===== src/rtl/fuzzy_pkg.sv =====
// Shared types and constants for the fuzzy PWM speed controller:
// FSM encoding, membership breakpoints, default singletons and the rule table.
package fuzzy_pkg;

  localparam int unsigned G_W       = 8;
  localparam int unsigned DEN_W     = 11;
  localparam int unsigned NUM_W     = 20;
  localparam int unsigned RULE_CNT  = 9;
  localparam int unsigned DIV_ITERS = 20;

  localparam int unsigned MF_LO_FLAT   = 45;
  localparam int unsigned MF_MID_START = 63;
  localparam int unsigned MF_LO_ZERO   = 109;
  localparam int unsigned MF_PEAK      = 127;
  localparam int unsigned MF_MID_ZERO  = 191;
  localparam int unsigned MF_HI_FLAT   = 209;
  localparam int unsigned MF_SLOPE     = 4;

  localparam int unsigned MF_LO_ICPT   = MF_SLOPE * MF_LO_ZERO;
  localparam int unsigned MF_MID_ICPT  = MF_SLOPE * MF_MID_START;
  // Falling edge of mid and rising edge of hi share this intercept
  localparam int unsigned MF_FALL_ICPT = 763;

  localparam logic [7:0] S_STOP_DEF  = 8'd119;
  localparam logic [7:0] S_SLOW_DEF  = 8'd153;
  localparam logic [7:0] S_MED_DEF   = 8'd187;
  localparam logic [7:0] S_FAST_DEF  = 8'd221;
  localparam logic [7:0] S_BLAST_DEF = 8'd255;

  typedef logic [2:0] state_t;
  localparam state_t ST_IDLE = 3'd0;
  localparam state_t ST_FUZZ = 3'd1;
  localparam state_t ST_RULE = 3'd2;
  localparam state_t ST_AGG  = 3'd3;
  localparam state_t ST_SUM  = 3'd4;
  localparam state_t ST_DIV  = 3'd5;
  localparam state_t ST_DONE = 3'd6;

  typedef enum logic [1:0] {G_LO = 2'd0, G_MID = 2'd1, G_HI = 2'd2} grade_sel_e;
  typedef enum logic [2:0] {C_STOP = 3'd0, C_SLOW = 3'd1, C_MED = 3'd2,
                            C_FAST = 3'd3, C_BLAST = 3'd4} out_cls_e;

  typedef struct packed {
    grade_sel_e t_sel;
    grade_sel_e l_sel;
    out_cls_e   cls;
  } rule_t;

  // One rule per (t grade, l grade) pair; each feeds one output class
  function automatic rule_t rule_map(input logic [3:0] idx);
    rule_t r;
    case (idx)
      4'd0:    r = '{G_LO,  G_LO,  C_STOP};
      4'd1:    r = '{G_LO,  G_MID, C_STOP};
      4'd2:    r = '{G_LO,  G_HI,  C_SLOW};
      4'd3:    r = '{G_MID, G_LO,  C_SLOW};
      4'd4:    r = '{G_MID, G_MID, C_MED};
      4'd5:    r = '{G_MID, G_HI,  C_FAST};
      4'd6:    r = '{G_HI,  G_LO,  C_FAST};
      4'd7:    r = '{G_HI,  G_MID, C_BLAST};
      default: r = '{G_HI,  G_HI,  C_BLAST};
    endcase
    return r;
  endfunction

  function automatic logic [7:0] sat8(input logic signed [11:0] v);
    if (v < 12'sd0)   return 8'h00;
    if (v > 12'sd255) return 8'hFF;
    return v[7:0];
  endfunction

endpackage


===== src/rtl/fuzzy_pwm_core_if.sv =====
// Request/result bundle of the fuzzy PWM core.
interface fuzzy_pwm_core_if #(parameter int unsigned W = 8);
  logic         start;
  logic [W-1:0] t;
  logic [W-1:0] l;
  logic         busy;
  logic         done;
  logic [7:0]   pw;
  logic         den_zero;
  logic         pwm_out;

  modport master (output start, t, l, input busy, done, pw, den_zero, pwm_out);
  modport slave  (input start, t, l, output busy, done, pw, den_zero, pwm_out);
endinterface


===== src/rtl/fuzzy_mf.sv =====
// Combinational lo/mid/hi membership grades of one 8-bit sample, saturated to 0..255.
module fuzzy_mf
  import fuzzy_pkg::*;
(
  input  logic [7:0] x,
  output logic [7:0] lo_c,
  output logic [7:0] mid_c,
  output logic [7:0] hi_c
);
  logic signed [11:0] x4;

  always_comb begin
    x4    = $signed(12'(x) * 12'(MF_SLOPE));
    lo_c  = 8'h00;
    mid_c = 8'h00;
    hi_c  = 8'h00;

    if (x < 8'(MF_LO_FLAT))       lo_c = 8'hFF;
    else if (x <= 8'(MF_LO_ZERO)) lo_c = sat8($signed(12'(MF_LO_ICPT)) - x4);

    if (x == 8'(MF_PEAK))                                  mid_c = 8'hFF;
    else if (x >= 8'(MF_MID_START) && x < 8'(MF_PEAK))     mid_c = sat8(x4 - $signed(12'(MF_MID_ICPT)));
    else if (x > 8'(MF_PEAK) && x <= 8'(MF_MID_ZERO))      mid_c = sat8($signed(12'(MF_FALL_ICPT)) - x4);

    if (x >= 8'(MF_HI_FLAT))      hi_c = 8'hFF;
    else if (x > 8'(MF_MID_ZERO)) hi_c = sat8(x4 - $signed(12'(MF_FALL_ICPT)));
  end

endmodule


===== src/rtl/fuzzy_pwm_core.sv =====
// Fuzzy fan-speed controller: min/max inference over temperature and light,
// weighted-average defuzzification via serial divider, and a glitch-free PWM.
module fuzzy_pwm_core
  import fuzzy_pkg::*;
#(
  parameter int unsigned W       = 8,
  parameter logic [7:0]  S_STOP  = S_STOP_DEF,
  parameter logic [7:0]  S_SLOW  = S_SLOW_DEF,
  parameter logic [7:0]  S_MED   = S_MED_DEF,
  parameter logic [7:0]  S_FAST  = S_FAST_DEF,
  parameter logic [7:0]  S_BLAST = S_BLAST_DEF,
  parameter bit          PWM_EN  = 1'b1
) (
  input logic             clk,
  input logic             rst,
  fuzzy_pwm_core_if.slave bus
);
  localparam int unsigned N_CLS = 5;
  localparam logic [N_CLS-1:0][7:0] SNG = {S_BLAST, S_FAST, S_MED, S_SLOW, S_STOP};

  state_t                  state_q, state_d;
  logic [3:0]              rule_idx_q, rule_idx_d;
  logic [4:0]              div_cnt_q, div_cnt_d;
  logic [7:0]              t8_q, t8_d, l8_q, l8_d;
  logic [2:0][G_W-1:0]     g_t_q, g_t_d, g_l_q, g_l_d;
  logic [N_CLS-1:0][7:0]   str_q, str_d;
  logic [DEN_W-1:0]        den_q, den_d, rem_q, rem_d;
  logic [NUM_W-1:0]        quo_q, quo_d;
  logic [7:0]              pw_q, pw_d;
  logic                    done_q, done_d, busy_q, busy_d, dz_q, dz_d;
  logic [7:0]              cnt_q, cnt_d, duty_q, duty_d;
  logic                    pwm_q, pwm_d;

  logic [7:0]              t_lo_c, t_mid_c, t_hi_c, l_lo_c, l_mid_c, l_hi_c;
  rule_t                   rule_c;
  logic [7:0]              w_c;
  logic [DEN_W-1:0]        den_sum_c;
  logic [NUM_W-1:0]        num_sum_c;
  logic [DEN_W:0]          trial_c;

  fuzzy_mf u_mf_t (.x(t8_q), .lo_c(t_lo_c), .mid_c(t_mid_c), .hi_c(t_hi_c));
  fuzzy_mf u_mf_l (.x(l8_q), .lo_c(l_lo_c), .mid_c(l_mid_c), .hi_c(l_hi_c));

  // Rule firing strength, aggregate sums and divider trial remainder
  always_comb begin
    rule_c = rule_map(rule_idx_q);
    w_c = (g_t_q[rule_c.t_sel] < g_l_q[rule_c.l_sel]) ? g_t_q[rule_c.t_sel]
                                                      : g_l_q[rule_c.l_sel];
    den_sum_c = '0;
    num_sum_c = '0;
    for (int unsigned i = 0; i < N_CLS; i++) begin
      den_sum_c += DEN_W'(str_q[i]);
      num_sum_c += NUM_W'(SNG[i]) * NUM_W'(str_q[i]);
    end
    trial_c = {rem_q, quo_q[NUM_W-1]};
  end

  always_comb begin
    state_d    = state_q;
    rule_idx_d = rule_idx_q;
    div_cnt_d  = div_cnt_q;
    t8_d       = t8_q;
    l8_d       = l8_q;
    g_t_d      = g_t_q;
    g_l_d      = g_l_q;
    str_d      = str_q;
    den_d      = den_q;
    rem_d      = rem_q;
    quo_d      = quo_q;
    pw_d       = pw_q;
    dz_d       = dz_q;
    done_d     = 1'b0;

    case (state_q)
      ST_IDLE: if (bus.start) begin
        t8_d    = bus.t[W-1 -: 8];
        l8_d    = bus.l[W-1 -: 8];
        state_d = ST_FUZZ;
      end
      ST_FUZZ: begin
        g_t_d      = {t_hi_c, t_mid_c, t_lo_c};
        g_l_d      = {l_hi_c, l_mid_c, l_lo_c};
        str_d      = '0;
        rule_idx_d = '0;
        state_d    = ST_RULE;
      end
      ST_RULE: begin
        if (w_c > str_q[rule_c.cls]) str_d[rule_c.cls] = w_c;
        if (rule_idx_q == 4'(RULE_CNT - 1)) state_d = ST_AGG;
        else rule_idx_d = rule_idx_q + 4'd1;
      end
      ST_AGG: begin
        den_d   = den_sum_c;
        state_d = ST_SUM;
      end
      ST_SUM: begin
        quo_d     = num_sum_c;
        rem_d     = '0;
        div_cnt_d = '0;
        state_d   = (den_q == '0) ? ST_DONE : ST_DIV;
      end
      ST_DIV: begin
        // Restoring step: quotient bits shift in as dividend bits shift out
        if (trial_c >= {1'b0, den_q}) begin
          rem_d = DEN_W'(trial_c - {1'b0, den_q});
          quo_d = {quo_q[NUM_W-2:0], 1'b1};
        end else begin
          rem_d = trial_c[DEN_W-1:0];
          quo_d = {quo_q[NUM_W-2:0], 1'b0};
        end
        if (div_cnt_q == 5'(DIV_ITERS - 1)) state_d = ST_DONE;
        else div_cnt_d = div_cnt_q + 5'd1;
      end
      ST_DONE: begin
        done_d  = 1'b1;
        dz_d    = (den_q == '0);
        pw_d    = (den_q == '0) ? 8'h00 : quo_q[7:0];
        state_d = ST_IDLE;
      end
      default: state_d = ST_IDLE;
    endcase

    busy_d = (state_d != ST_IDLE);
  end

  // Duty is latched only at counter wrap so a period never mixes two duties
  always_comb begin
    cnt_d  = cnt_q + 8'd1;
    duty_d = (cnt_q == 8'hFF) ? pw_q : duty_q;
    pwm_d  = PWM_EN && (cnt_d < duty_d);
  end

  always_ff @(posedge clk) begin
    if (rst) begin
      state_q    <= ST_IDLE;
      rule_idx_q <= '0;
      div_cnt_q  <= '0;
      t8_q       <= '0;
      l8_q       <= '0;
      g_t_q      <= '0;
      g_l_q      <= '0;
      str_q      <= '0;
      den_q      <= '0;
      rem_q      <= '0;
      quo_q      <= '0;
      pw_q       <= '0;
      dz_q       <= 1'b0;
      done_q     <= 1'b0;
      busy_q     <= 1'b0;
      cnt_q      <= '0;
      duty_q     <= '0;
      pwm_q      <= 1'b0;
    end else begin
      state_q    <= state_d;
      rule_idx_q <= rule_idx_d;
      div_cnt_q  <= div_cnt_d;
      t8_q       <= t8_d;
      l8_q       <= l8_d;
      g_t_q      <= g_t_d;
      g_l_q      <= g_l_d;
      str_q      <= str_d;
      den_q      <= den_d;
      rem_q      <= rem_d;
      quo_q      <= quo_d;
      pw_q       <= pw_d;
      dz_q       <= dz_d;
      done_q     <= done_d;
      busy_q     <= busy_d;
      cnt_q      <= cnt_d;
      duty_q     <= duty_d;
      pwm_q      <= pwm_d;
    end
  end

  assign bus.busy     = busy_q;
  assign bus.done     = done_q;
  assign bus.pw       = pw_q;
  assign bus.den_zero = dz_q;
  assign bus.pwm_out  = pwm_q;

endmodule


===== src/flat_wrapper.sv =====
// flat-port wrapper written by rule: the top's interface ports become plain ports
module fuzzy_pwm_core_flat import fuzzy_pkg::*;
#(
  parameter int unsigned W       = 8,
  parameter logic [7:0]  S_STOP  = S_STOP_DEF,
  parameter logic [7:0]  S_SLOW  = S_SLOW_DEF,
  parameter logic [7:0]  S_MED   = S_MED_DEF,
  parameter logic [7:0]  S_FAST  = S_FAST_DEF,
  parameter logic [7:0]  S_BLAST = S_BLAST_DEF,
  parameter bit          PWM_EN  = 1'b1
)
  (clk, rst, bus_start, bus_t, bus_l, bus_busy, bus_done, bus_pw, bus_den_zero, bus_pwm_out);
  fuzzy_pwm_core_if #(.W(W)) bus_i ();
  input logic clk;
  input logic rst;
  input wire logic [$bits(bus_i.start)-1:0] bus_start;
  input wire logic [$bits(bus_i.t)-1:0] bus_t;
  input wire logic [$bits(bus_i.l)-1:0] bus_l;
  output wire logic [$bits(bus_i.busy)-1:0] bus_busy;
  output wire logic [$bits(bus_i.done)-1:0] bus_done;
  output wire logic [$bits(bus_i.pw)-1:0] bus_pw;
  output wire logic [$bits(bus_i.den_zero)-1:0] bus_den_zero;
  output wire logic [$bits(bus_i.pwm_out)-1:0] bus_pwm_out;
  assign bus_i.start = bus_start;
  assign bus_i.t = bus_t;
  assign bus_i.l = bus_l;
  assign bus_busy = bus_i.busy;
  assign bus_done = bus_i.done;
  assign bus_pw = bus_i.pw;
  assign bus_den_zero = bus_i.den_zero;
  assign bus_pwm_out = bus_i.pwm_out;
  fuzzy_pwm_core #(.W(W), .S_STOP(S_STOP), .S_SLOW(S_SLOW), .S_MED(S_MED), .S_FAST(S_FAST), .S_BLAST(S_BLAST), .PWM_EN(PWM_EN)) u_core (.clk(clk), .rst(rst), .bus(bus_i));
endmodule

===== config.mk =====
export PLATFORM = sky130hd
export DESIGN_NAME = fuzzy_pwm_core_flat
export DESIGN_NICKNAME = d
export VERILOG_FILES = /design/src/rtl/fuzzy_pkg.sv /design/src/rtl/fuzzy_pwm_core_if.sv /design/src/rtl/fuzzy_mf.sv /design/src/rtl/fuzzy_pwm_core.sv /design/src/flat_wrapper.sv
export SDC_FILE = /design/constraint.sdc
export NUM_CORES = 1
export LEC_CHECK = 0
export CORE_UTILIZATION = 60
export DETAILED_ROUTE_END_ITERATION = 10
export HOLD_SLACK_MARGIN = 0.02
export PLACE_DENSITY = 0.79
export SLEW_MARGIN = 10
export SYNTH_ARGS = -nofsm -noshare
export SYNTH_HDL_FRONTEND = slang
export SYNTH_SLANG_ARGS = --single-unit

===== constraint.sdc =====
create_clock -name clk -period 11.28 [get_ports clk]
set_input_delay 2.256 -clock clk [delete_from_list [all_inputs] [get_ports clk]]
set_output_delay 2.256 -clock clk [all_outputs]
set_load 0.01 [all_outputs]

Yosys cells after proc, flatten, opt, wreduce, memory -nomap -nowiden:

Memory sizes are Yosys's and may differ from the RTL's. A register that Yosys moved wholly into a read port is not among the register bits.
Index checks and enable logic that the tools add are counted.

* register bits: 186
* input port bits: 19
* word-level logic and storage cells: 257
* memories kept: 1
* memory bits (read-only): 56
* output and inout bits: 12

* order comparisons: 40
* equal/unequal tests: 14
* multiply operators: 5
* add/subtract/negate cells: 20
* multiplexer cells: 137
* reduce and logical (&&, ||, !) cells: 14

Memories
* (no name shown): depth 8, bits a word 7, read ports 1, clocked after memory_dff 1, wr ports 0, RTL line fuzzy_pkg.sv:52 `case (idx)`

Operator list (number)
* $mux W8: 53
* $gt A11 B9 Y1 const B: 8
* $lt A11 B1 Y1 const B: 8
* $pmux W40 S2: 1
* $mul A8 B8 Y16 const A: 4
* $mux W1: 62
* $add A20 B16 Y20: 3
* $bwmux W40: 1
* $mux W40: 1
* $pmux W20 S2: 1
* $add A11 B8 Y11: 3
* $bmux W8 S2: 2
* $bmux W8 S3: 1
* $demux W8 S3: 1
* $pmux W11 S2: 1
* $sub A10 B10 Y11 const A: 2
* $sub A10 B10 Y11 const B: 2
* $sub A10 B8 Y11 const B: 2
* $sub A9 B10 Y11 const A: 2
* $pmux W3 S6: 1
* $add A15 B16 Y17: 1
* $eq A8 B7 Y1 const B: 2
* $ge A8 B6 Y1 const B: 2
* $ge A8 B8 Y1 const B: 2
* other kinds (40): 64

Logic depth before layout (Yosys ltp):

* word-level depth: 15
* mapped depth: 34
* depth with buffers taken out: 34

By module:

Synthesis repeated with hierarchy kept, for this count alone.

* cell total of the unflattened synthesis: 2203
* area, all modules: 19190.9 um2

By module, submodules not included
* fuzzy_pwm_core: instances 1, sequential area each 3863.7 um2, cells each 1919, area each 17379.2 um2
* fuzzy_mf: instances 2, sequential area each 0.0 um2, cells each 142, area each 905.9 um2

Worst setup path after synthesis:

OpenSTA, ideal clock, no wires.

* kind: reg-to-reg
* start: register u_core.str_q[4] (netlist name)
* end: register u_core.quo_q[14]
* library setup time: 95 ps
* path slack: 3086 ps
* data required time: 11185 ps
* period minus slack after synthesis: 8194 ps
* buffers on the path: 0
* cell stages (with the launch flop): 28
* arrival time: 8099 ps
* cells stage by stage: dfxtp_1 -> fa_1 -> inv_1 -> fa_1 -> fa_1 -> inv_1 -> fa_1 -> inv_1 -> fa_1 -> fa_1 -> inv_1 -> ha_1 -> o21ai_0 -> a21boi_0 -> o21ai_0 -> nand2b_1 -> xnor2_1 -> fa_1 -> fa_1 -> fa_1 -> fa_1 -> inv_1 -> ha_1 -> nand2_1 -> o21ai_0 -> a41oi_1 -> or4b_2 -> a221oi_1

* word-level cells in the longest chain between the ends: 6

Ends and longest elaborated chain
* start, declared: RTL line fuzzy_pwm_core.sv:26 `logic [N_CLS-1:0][7:0] str_q, str_d;`
* start signal, assigned: RTL line fuzzy_pwm_core.sv:161 `str_q <= str_d;`
* $mul A7 B8 Y15: RTL line fuzzy_pwm_core.sv:53 `num_sum_c += NUM_W'(SNG[i]) * NUM_W'(str_q[i]);`
* $add A15 B16 Y17: RTL line fuzzy_pwm_core.sv:53
* $add A20 B16 Y20 (3 in series): RTL line fuzzy_pwm_core.sv:53
* $pmux W20 S2: RTL line fuzzy_pwm_core.sv:74 `case (state_q)`
* end signal, assigned: RTL line fuzzy_pwm_core.sv:164 `quo_q <= quo_d;`
* end, declared: RTL line fuzzy_pwm_core.sv:28 `logic [NUM_W-1:0] quo_q, quo_d;`

No other way between the ends.
A chain may end at the register's enable or synchronous reset.

Final worst setup path:

* start: register u_core.str_q[6] (netlist name)
* end: register u_core.quo_q[14]

The elaborated chain is that of the path after synthesis.

==> summary.md <==
| Metric | Value |
|---|---|
| Status | finished clean |
| GRT Util Overall | 28.0% |
| Synth Register Bits | 189 |
| Simple-gate share of the synthesized area | 12.3% |
| Pins Over Slew Limit | 0 |
| Initial antenna violation count | 0 |
| Post-synthesis mux area share | 2.30% |
| Cts repair resizes | 0 |
| Synth Area in Compound Gates | 16.0% |
| Most frequent cells in the layout | 412 x inv_1, 240 x ha_1, 202 x fa_1 |
| Least-Margin Pin Slew | 982 ps |
| Die ar. | 0.0331 mm^2 |
| Switching power | 878 uW |
| Most common cell after layout, fill and taps aside | inv_1 |
| Util after Layout | 64.3% |
| Hpwl dp | 36,400 um |
| WP data required | 11,640 ps |
| Kind of critical path | reg2reg |
| Port Buffers | 30 |
| CP Capture Type | register |
| Via count | 15,200 |
| Unrepaired setup endpoints after global routing | false |
| VDD IR-drop max | 0.112 mV |
| Fin cells | 2,589 |
| Clock sink count | 189 |
| Part of the cycle the worst path needs | 80.1% |
| CTS root buffer | clkbuf_16 |
| # placed instances | 2,557 |
| Gpl congestion | 0.941 |
| CTS tree | built |
| Max FO, Critical Path | 8 |
| Fmax | 111 MHz |
| PD cells | 108 mW/mm^2 |
| First-pass GRT wire length | 74,100 um |
| TNS Setup | 0 ps |
| Yosys warnings | 0 |
| Post-route DRC | 0 |
| Post-route ant nets | 0 |
| Slew Limit Headroom | 34.6% |
| Total I/O pin count | 31 |
| Core area | 0.0317 mm^2 |
| Final setup viols | 0 |
| Fin Hold WS | 469 ps |
| Adder-Cell Fraction of Synth Area | 36.3% |
| Switching share of power | 39.8% |
| Post-synthesis async set-or-reset flop share | 0% |
| Area growth, synth to finish | 4.98% |
| Post-synth EDFFs | 0 |
| Minimum clock period | 9030 ps |
| Via-to-Cell Ratio | 5.87 |
| Synth Area in XOR/XNOR | 3.07% |
| Largest family of logic cells by synthesized area | adder cells |
| Post-synthesis sequential area ratio | 19.5% |
| Nets | 2,635 |
| LEAKAGE | 0.00954 uW |
| Int Pwr | 1330 uW |
| Post-Syn Instances | 2,206 |
| # diodes | 0 |
| Max clock buf depth | 2 |
| Initial Util | 61.3% |
| Max-Cap Viols | 0 |
| Layout cells sized above 1 | 3.75% |
| Netlist cell types | 85 |
| Num CTS Buffers | 17 |
| CP arrival | 9390 ps |
| R2R Setup Slk | 2250 ps |
| Worst slack, placed | 2320 ps |
| Synthesized cell area | 0.0194 mm^2 |
| Total gr overflow | 0 |
| Die height | 182 um |
| Most used DFF post-synth | dfxtp_1 |
| Row cnt | 65 |
| Drt pass-1 iters | 7 |
| Post-Syn Area per Cell | 8.81 um^2 |
| Layout Skew | 12.5 ps |
| Worst Setup Start Kind | register |
| Routed len/inst | 17.5 um |
| Clock network power share | 29.0% |
| Starting DRT DRC Count | 1,022 |
| HP Class | reg2reg |
| Clock transition at path regs | 80 ps |
| Fillcell total | 2,625 |
| Hold_buf cts | 0 |
| DIE WIDTH | 182 um |
| Vias in the first global route | 14,800 |
| Final worst slack | 2250 ps |
| Largest net degree at the start of global routing | 72 |
| Syn_nets | 2,667 |
| Combinational power share | 37.3% |
| Reg power frac | 33.7% |
| Worst-Skew Late Latency | 450 ps |
| Total wire length | 45,400 um |
| CTS HTree Levels | 4 |
| Setup Fix Bufs, Post-CTS | 0 |
| Final hold vios | 0 |
==> metrics by stage <==
step / power (uW) / cell area [um^2]
floorplan: 1370 / 19400
global placement: 1540 / 19800
detailed placement: 1570 / 19800
CTS: 2200 / 20400
global route: 2340 / 20400
finish: 2210 / 20400
==> path summary, 6_finish.rpt <==
kind         cells past startpoint                to              from
min reg2reg                      2  u_core.g_t_q[14]  u_core.g_t_q[14]
max reg2reg                     27  u_core.quo_q[14]   u_core.str_q[6]
min                              2  u_core.g_t_q[14]  u_core.g_t_q[14]
max                             27  u_core.quo_q[14]   u_core.str_q[6]
==> flip-flops by register name, indices dropped and copies added, names as in the netlist, named ones only <==
signal               count
u_core.t8_q              8
u_core.den_q            11
u_core.rule_idx_q        4
u_core.bus.busy          1
u_core.div_cnt_q         5
u_core.cnt_q             8
u_core.rem_q            11
u_core.str_q            40
u_core.bus.pw            8
u_core.quo_q            20
u_core.g_l_q            22
u_core.l8_q              8
u_core.bus.den_zero      1
u_core.g_t_q            22
u_core.bus.done          1
u_core.duty_q            8
u_core.state_q           3
u_core.bus.pwm_out       1
==> power groups by stage <==
stage,sequential [uW],combinational (uW),clock (uW)
2_1_floorplan,736,636,0
5_1_grt,750,914,672
4_1_cts,744,814,646
6_report,745,823,641
3_3_place_gp,758,785,0
3_5_place_dp,759,809,0
==> Yosys cell counts (6+ instances only) <==
cell | count | share of area [%]
nand2b_1 | 11 | 0.35
nand3_1 | 45 | 1.2
a21o_1 | 33 | 1.3
o211ai_1 | 17 | 0.66
nor2_1 | 134 | 2.6
xor2_1 | 27 | 1.2
fa_1 | 202 | 21
or3_1 | 6 | 0.19
o21ai_0 | 96 | 2.5
nand4_1 | 12 | 0.39
buf_2 | 9 | 0.23
a211oi_1 | 14 | 0.54
o31ai_1 | 8 | 0.31
nor4_1 | 14 | 0.45
nand2_1 | 158 | 3.1
nand3b_1 | 10 | 0.39
inv_1 | 412 | 8.0
a21oi_1 | 143 | 3.7
nor2b_1 | 16 | 0.52
or2_2 | 8 | 0.26
a22o_1 | 42 | 1.9
a31oi_1 | 12 | 0.39
ha_1 | 240 | 15
a2111oi_0 | 7 | 0.32
dfxtp_1 | 189 | 19
a311oi_2 | 6 | 0.46
and3_1 | 9 | 0.29
o21a_1 | 11 | 0.43
mux2i_1 | 33 | 1.7
buf_1 | 11 | 0.21
a22oi_1 | 6 | 0.23
a311oi_1 | 6 | 0.27
mux2_2 | 9 | 0.52
a21boi_0 | 7 | 0.27
o221ai_1 | 10 | 0.45
o21bai_1 | 7 | 0.27
xnor2_1 | 41 | 1.8
clkbuf_1 | 52 | 1.0
nor3_1 | 45 | 1.2
==> per-layer routing <==
metal  up-vias  wire length, um  track usage (%)  share of wire [%]
li1       7285                -                -                  -
met4         0             1280             9.48                2.8
met3        87             2270             3.09                5.0
met5         -                0                0                  0
met2       436            22100             47.7                 49
met1      7396            19800             37.2                 44
==> worst max-delay path, stage by stage (launching register included) <==
cell and delay (ps):
dfxtp_1 550, fa_1 490, inv_1 100, fa_1 440
fa_1 510, inv_1 50, fa_1 470, inv_1 50
fa_1 500, fa_1 550, inv_1 40, ha_1 320
o21ai_0 110, a21boi_0 120, o21ai_0 270, nand2b_1 150
xnor2_1 330, fa_1 500, fa_1 530, fa_1 440
fa_1 550, inv_1 40, ha_1 340, nand2_1 70
o21ai_0 300, a41oi_1 240, or4b_2 640, a221oi_1 250
==> area by class of cell <==
class | count | area [um^2] | area share (%)
Multi-Input combinational cell | 1519 | 13600 | 66.6
Sequential cell | 189 | 3780 | 18.5
Inverter | 413 | 1550 | 7.60
Tap cell | 402 | 503 | 2.47
Clock buffer | 17 | 425 | 2.09
Timing Repair Buffer | 34 | 328 | 1.61
Clock inverter | 15 | 215 | 1.06
==> cells by family after synthesis <==
logic type | count (synthesis)
and+or+nand+nor | 499
AOI/OAI and AO/OA | 467
adders and majority gates | 442
DFF | 189
buffers and inverters | 498
xor gates and xnor gates | 68
muxes | 43
(Power assumes the default switching activity.)
